$ cat src/rtl/sseg_pkg.sv
// Shared types and constants for the four-digit seven-segment scan driver.
// Segment vectors are active-low, bit 0 = segment a through bit 6 = segment g.
package sseg_pkg;

    localparam int unsigned NUM_DIG = 4;
    localparam int unsigned BCD_W   = 4;
    localparam int unsigned SEG_W   = 7;

    typedef enum logic [1:0] {
        DIG0 = 2'd0,
        DIG1 = 2'd1,
        DIG2 = 2'd2,
        DIG3 = 2'd3
    } scan_state_e;

    localparam logic [SEG_W-1:0] SEG_0    = 7'b1000000;
    localparam logic [SEG_W-1:0] SEG_1    = 7'b1111001;
    localparam logic [SEG_W-1:0] SEG_2    = 7'b0100100;
    localparam logic [SEG_W-1:0] SEG_3    = 7'b0110000;
    localparam logic [SEG_W-1:0] SEG_4    = 7'b0011001;
    localparam logic [SEG_W-1:0] SEG_5    = 7'b0010010;
    localparam logic [SEG_W-1:0] SEG_6    = 7'b0000010;
    localparam logic [SEG_W-1:0] SEG_7    = 7'b1111000;
    localparam logic [SEG_W-1:0] SEG_8    = 7'b0000000;
    localparam logic [SEG_W-1:0] SEG_9    = 7'b0010000;
    localparam logic [SEG_W-1:0] SEG_DASH = 7'b0111111;
    localparam logic [SEG_W-1:0] SEG_OFF  = 7'b1111111;

endpackage

$ cat src/rtl/sseg_scan_driver_bcd_to_sseg.sv
// Purely combinational BCD to active-low seven-segment decoder.
// Codes 10-15 are not decimal and show a dash.
module bcd_to_sseg
    import sseg_pkg::*;
(
    input  logic [BCD_W-1:0] i_bcd,
    output logic [SEG_W-1:0] o_seg
);

    // Map one BCD code to its segment pattern.
    always_comb begin
        o_seg = SEG_DASH;
        case (i_bcd)
            4'd0:    o_seg = SEG_0;
            4'd1:    o_seg = SEG_1;
            4'd2:    o_seg = SEG_2;
            4'd3:    o_seg = SEG_3;
            4'd4:    o_seg = SEG_4;
            4'd5:    o_seg = SEG_5;
            4'd6:    o_seg = SEG_6;
            4'd7:    o_seg = SEG_7;
            4'd8:    o_seg = SEG_8;
            4'd9:    o_seg = SEG_9;
            default: o_seg = SEG_DASH;
        endcase
    end

endmodule

$ cat src/rtl/sseg_scan_driver.sv
// Four-digit multiplexed seven-segment scan driver.
// Each digit owns a slot of SLOT_CYC cycles; the first BLANK_CYC cycles of a slot keep all
// anodes off to avoid ghosting. Digits are captured into a shadow register on i_load so the
// display never shows a half-updated value. All outputs are registered.
// Optional build macro SSEG_LEAD_ZERO_BLANK_EN enables leading-zero blanking.
module sseg_scan_driver
    import sseg_pkg::*;
#(
    parameter int unsigned SLOT_CYC  = 100000,
    parameter int unsigned BLANK_CYC = 1000
) (
    input  logic             i_clk,
    input  logic             i_reset,
    input  logic [BCD_W-1:0] i_d0,
    input  logic [BCD_W-1:0] i_d1,
    input  logic [BCD_W-1:0] i_d2,
    input  logic [BCD_W-1:0] i_d3,
    input  logic             i_load,
    input  logic [NUM_DIG-1:0] i_dp_sel,
    output logic [NUM_DIG-1:0] o_an,
    output logic [SEG_W-1:0] o_seg,
    output logic             o_dp
);

    localparam int unsigned PRESC_W = (SLOT_CYC > 1) ? $clog2(SLOT_CYC) : 1;
    localparam logic [PRESC_W-1:0] PRESC_LAST = PRESC_W'(SLOT_CYC - 1);
    localparam logic [PRESC_W-1:0] BLANK_END  = PRESC_W'(BLANK_CYC);

    logic [NUM_DIG-1:0][BCD_W-1:0] r_digits;
    logic [NUM_DIG-1:0]            r_dp_sel;
    logic [PRESC_W-1:0]            r_presc;
    scan_state_e                   r_state;
    scan_state_e                   w_state_nxt;
    logic [1:0]                    w_idx;
    logic                          w_slot_end;
    logic [BCD_W-1:0]              w_digit;
    logic [SEG_W-1:0]              w_seg_dec;
    logic [SEG_W-1:0]              w_seg_nxt;
    logic [NUM_DIG-1:0]            w_an_nxt;
    logic [NUM_DIG-1:0]            r_an;
    logic [SEG_W-1:0]              r_seg;
    logic                          r_dp;

    assign w_idx      = r_state;
    assign w_slot_end = (r_presc == PRESC_LAST);
    assign w_digit    = r_digits[w_idx];

    // Shadow register: capture all digits and dp positions together on the load strobe.
    always_ff @(posedge i_clk) begin
        if (i_reset) begin
            r_digits <= '0;
            r_dp_sel <= '0;
        end else if (i_load) begin
            r_digits <= {i_d3, i_d2, i_d1, i_d0};
            r_dp_sel <= i_dp_sel;
        end
    end

    // Prescaler: counts cycles within the current digit slot.
    always_ff @(posedge i_clk) begin
        if (i_reset || w_slot_end) begin
            r_presc <= '0;
        end else begin
            r_presc <= r_presc + 1'b1;
        end
    end

    // Scan state register.
    always_ff @(posedge i_clk) begin
        if (i_reset) begin
            r_state <= DIG0;
        end else begin
            r_state <= w_state_nxt;
        end
    end

    // Scan next-state: advance to the next digit when the slot ends.
    always_comb begin
        w_state_nxt = r_state;
        if (w_slot_end) begin
            unique case (r_state)
                DIG0: w_state_nxt = DIG1;
                DIG1: w_state_nxt = DIG2;
                DIG2: w_state_nxt = DIG3;
                DIG3: w_state_nxt = DIG0;
            endcase
        end
    end

    bcd_to_sseg u_bcd_to_sseg (
        .i_bcd (w_digit),
        .o_seg (w_seg_dec)
    );

`ifdef SSEG_LEAD_ZERO_BLANK_EN
    logic w_blank;

    // A digit is blanked when it and every more-significant digit are zero and it carries no
    // point; the rightmost digit always shows.
    always_comb begin
        w_blank = 1'b0;
        if ((r_state != DIG0) && !r_dp_sel[w_idx]) begin
            w_blank = 1'b1;
            for (int j = 0; j < int'(NUM_DIG); j++) begin
                if ((j >= int'(w_idx)) && (r_digits[j] != '0)) begin
                    w_blank = 1'b0;
                end
            end
        end
    end

    assign w_seg_nxt = w_blank ? SEG_OFF : w_seg_dec;
`else
    assign w_seg_nxt = w_seg_dec;
`endif

    // Anode pattern: all off during the blanking window, otherwise only the current digit.
    always_comb begin
        w_an_nxt = '1;
        if (r_presc >= BLANK_END) begin
            w_an_nxt = ~(4'b0001 << w_idx);
        end
    end

    // Output registers; segments and point update only at the start of a slot.
    always_ff @(posedge i_clk) begin
        if (i_reset) begin
            r_an  <= '1;
            r_seg <= SEG_OFF;
            r_dp  <= 1'b1;
        end else begin
            r_an <= w_an_nxt;
            if (r_presc == '0) begin
                r_seg <= w_seg_nxt;
                r_dp  <= ~r_dp_sel[w_idx];
            end
        end
    end

    assign o_an  = r_an;
    assign o_seg = r_seg;
    assign o_dp  = r_dp;

endmodule
$ cat config.mk
export PLATFORM = sky130hd
export DESIGN_NAME = sseg_scan_driver
export DESIGN_NICKNAME = d
export VERILOG_FILES = /design/src/rtl/sseg_pkg.sv /design/src/rtl/sseg_scan_driver_bcd_to_sseg.sv /design/src/rtl/sseg_scan_driver.sv
export SDC_FILE = /design/constraint.sdc
export NUM_CORES = 1
export LEC_CHECK = 0
export ABC_CLOCK_PERIOD_IN_PS = 4510
export CAP_MARGIN = 30
export CORE_MARGIN = 2
export CORE_UTILIZATION = 36
export DETAILED_ROUTE_END_ITERATION = 8
export HOLD_SLACK_MARGIN = 0.15
export PLACE_DENSITY = 0.54
export SLEW_MARGIN = 0
export SYNTH_ARGS = -nofsm -noshare
export SYNTH_HDL_FRONTEND = slang
export SYNTH_SLANG_ARGS = --single-unit
$ cat constraint.sdc
create_clock -name i_clk -period 4.51 [get_ports i_clk]
set_clock_uncertainty 0.05 [all_clocks]
set_input_delay 0.902 -clock i_clk [delete_from_list [all_inputs] [get_ports i_clk]]
set_output_delay 0.902 -clock i_clk [all_outputs]
set_load 0.02 [all_outputs]
==> metrics.md <==
| Metric | Value |
|---|---|
| Area grow syn2layout | 22.4% |
| Max-slew violation total from the final report | 0 |
| Final setup TNS | 0 ns |
| Yosys reg bits | 51 |
| Critical Path Sink Type | register |
| Critical path's top delay family | simple AND/OR/NAND/NOR gates |
| R2R Path End | r_presc[12]$_SDFF_PP0_ |
| Fmax | 383 MHz |
| CTS tree | done |
| CP Cell Sequence | or4_1 > or4_4 > o21ai_1 > a21oi_1 > o22a_1 |
| Worst hold path startpoint | o_seg[2]$_SDFFE_PP1N_ |
| Post-CTS setup buffer count | 0 |
| Final critical-path share of the clock period | 0.579 |
| Buffers and inverters on the worst path | 0 |
| Share of layout cells above drive strength 1 | 0.0659 |
| Pwr Total | 923 uW |
| Count leader, synth | dfxtp_1 |
| Post-DP HPWL | 3330 um |
| RSZ-0062 raised after global routing | no |
| CTS Hold Bufs | 0 |
| Clock latency at the later pin of the worst-skew pair | 0.30 ns |
| Cell area after synthesis | roughly 2300 um2 |
| Rows | 29 |
| Largest stage delay, worst path | 0.70 ns |
| Area leader, netlist | dfxtp_1 |
| Initial antenna violation count | 0 |
| Min cycle time layout | 2.61 ns |
| Root Buffer | clkbuf_8 |
| Syn Inst Count | 244 |
| DIE WIDTH | 84.4 um |
| Lkg Pwr | 1.14 nW |
| Pwr per Cell Area | 324 nW/um2 |
| Place WS | 1.67 ns |
| Startpoint types | register |
| WS Path Type | register to register |
| Peak VDD IR | 0.155 mV |
| Total Wirelength | 4600 um |
| DRT Pass-1 Iters | 4 |
| R2r startpoint | r_presc[12]$_SDFF_PP0_ |
| R2R cell count | 5 |
| Critical path peak fanout | 12 |
| Die height | 84.4 um |
| Post-synth EDFFs | 0 |
| I/O Pins | 35 |
| Sequential-to-total area share from yosys stat | 0.439 |
| Inserted Diodes | 0 |
| Vias | 1762 |
| Hold Path Depth | 1 |
| Synth Area in Simple Gates | 0.184 |
| Routed Antenna Nets | 0 |
| Buffers on Ports | 34 |
| Status | finished clean |
| WHS | around 0.42 ns |
| Die area | 7120 um2 |
| Wire length per cell | ~13 um |
| Synth cell types | 38 |
| Fillers | 632 |
| Initial core utilization | 0.369 |
| Vias per cell | 5.03 |
| Final setup viols | 0 |
| Total track usage | 0.136 |
| Combinational family with the most area after synthesis | simple AND/OR/NAND/NOR gates |
| Post-synthesis compound-gate area fraction | 0.0892 |
| Synth Area in XOR/XNOR | 0.0414 |
| Critical path required time | roughly 4.7 ns |
| GP Congestion | 0.735 |
| Reg-to-reg slack, setup | between 1.5 and 2 ns |
| H-tree Lvls | 2 |
| Primary FF master, synth | dfxtp_1 |
| Slew headroom | 0.418 |
| Post-synth top cells | 51 x dfxtp_1, 44 x nor2_1, 22 x mux2i_1 |
| Ranking of synthesized cells by area | dfxtp_1 44%, mux2i_1 9.5%, nor2_1 7.1% |
| First-pass GRT wire length | 7950 um |
| Post-cts sizing count | 0 |
| Post-synth top area share | 0.439 |
| Remaining DRCs | 0 |
| Nets@finish | 308 |
| Worst hold path type | register to register |
| Hold Vio Cnt, Final | 0 |
| Largest net degree at the start of global routing | 35 |
| Asr flop ratio synth | 0 |
| CTS Buf Count | 5 |
| Synth Net Count | 279 |
| CP Data Arrival Time | around 2.8 ns |
| Core Area | 6310 um2 |
| 1st-iter DRT viols | 61 |
| Total of max-cap violations | 0 |
| Slew @ Worst Pin | 0.868 ns |
| Final setup margin | between 1.5 and 2 ns |
| Hold Crit Endpoint | o_seg[2]$_SDFFE_PP1N_ |
| Worst-path clk slew | 0.10 ns |
| YS warnings | 0 |
| Mux cell area share after synthesis | 0.143 |
| Synth Area in Adders | 0.0645 |
| Syn avg cell area | 9.54 um2 |
| Overflow after GRT | 0 |
| Num Clock Sinks | 51 |
| Crit-path slowest cell | o21ai_1 |
| Clock Path Buffers | 2 |
| Number of global-route vias before repair | ~1700 |
==> where the power goes <==
group	leakage, nW	internal [mW]	switching [mW]
Sequential	0.418	0.473	0.0132
Clock	0.0502	0.162	0.147
Combinational	0.674	0.0670	0.0607
Total	1.14	0.702	0.221
==> final cells by class <==
| type | instances | area (um2) | area share |
|---|---|---|---|
| well taps | 77 | 96.3 | 0.0338 |
| clock buffers | 5 | 68.8 | 0.0242 |
| clock inverters | 2 | 37.5 | 0.0132 |
| repair buffers | 36 | 375 | 0.132 |
| multi-input cells | 170 | 1210 | 0.427 |
| inverters | 9 | 33.8 | 0.0119 |
| flip-flops and latches | 51 | 1020 | 0.359 |
==> per-stage QoR <==
stage	cells	utilization	instance area [um2]
final	350	0.451	2850
after floorplan	244	-	2330
after CTS	350	0.451	2850
after detailed placement	343	0.434	2740
after global routing	350	0.451	2850
after global placement	342	0.430	2710
==> per-layer routing <==
layer | up-vias | routed length (um) | global-route usage
met1 | 818 | 2300 | 0.184
met3 | 2 | 170 | 0.0295
met2 | 36 | 2100 | 0.222
met5 | - | 0 | 0
met4 | 0 | 31 | 0.0346
li1 | 906 | - | -
==> cell usage in the layout, fill, tap and decap left out, types with 2 or more instances in the layout <==
master	count
mux4_2	5
inv_1	9
nand4_1	5
xor2_1	6
xnor2_1	5
a31oi_1	3
o31ai_1	2
a221o_1	2
nand3_1	6
or4_1	2
nor2b_1	2
a211o_1	3
mux2i_1	22
ha_1	12
dfxtp_1	51
a21oi_1	11
o21ai_0	5
nand3b_1	2
nor2_1	44
or3_1	2
o211ai_1	2
nand2_1	14
clkbuf_8	5
clkdlybuf4s50_1	34
and3_1	3
==> sequential cells by signal, indices dropped and copies added, names as in the netlist <==
signal    flops
o_dp          1
o_an          4
o_seg         7
r_dp_sel      4
r_presc      17
r_state       2
r_digits     16
==> cells by family after synthesis <==
group,after synthesis
fa+ha+maj,12
simple gates,88
flops,51
mux,27
compound gates,32
buf+inv,23
xor+xnor,11
==> how the worst max path moves through the flow <==
stage / to / cells after the start / startpoint
CTS: r_presc[12]$_SDFF_PP0_ / 5 / r_presc[12]$_SDFF_PP0_
global placement: r_presc[12]$_SDFF_PP0_ / 6 / i_reset
finish: r_presc[12]$_SDFF_PP0_ / 5 / r_presc[12]$_SDFF_PP0_
detailed placement: r_presc[12]$_SDFF_PP0_ / 6 / i_reset
floorplan: o_seg[5]$_SDFFE_PP1N_ / 7 / r_state[0]$_SDFFE_PP0N_
global route: r_presc[12]$_SDFF_PP0_ / 5 / r_presc[12]$_SDFF_PP0_
No activity file was read; power rests on OpenSTA's default activity.
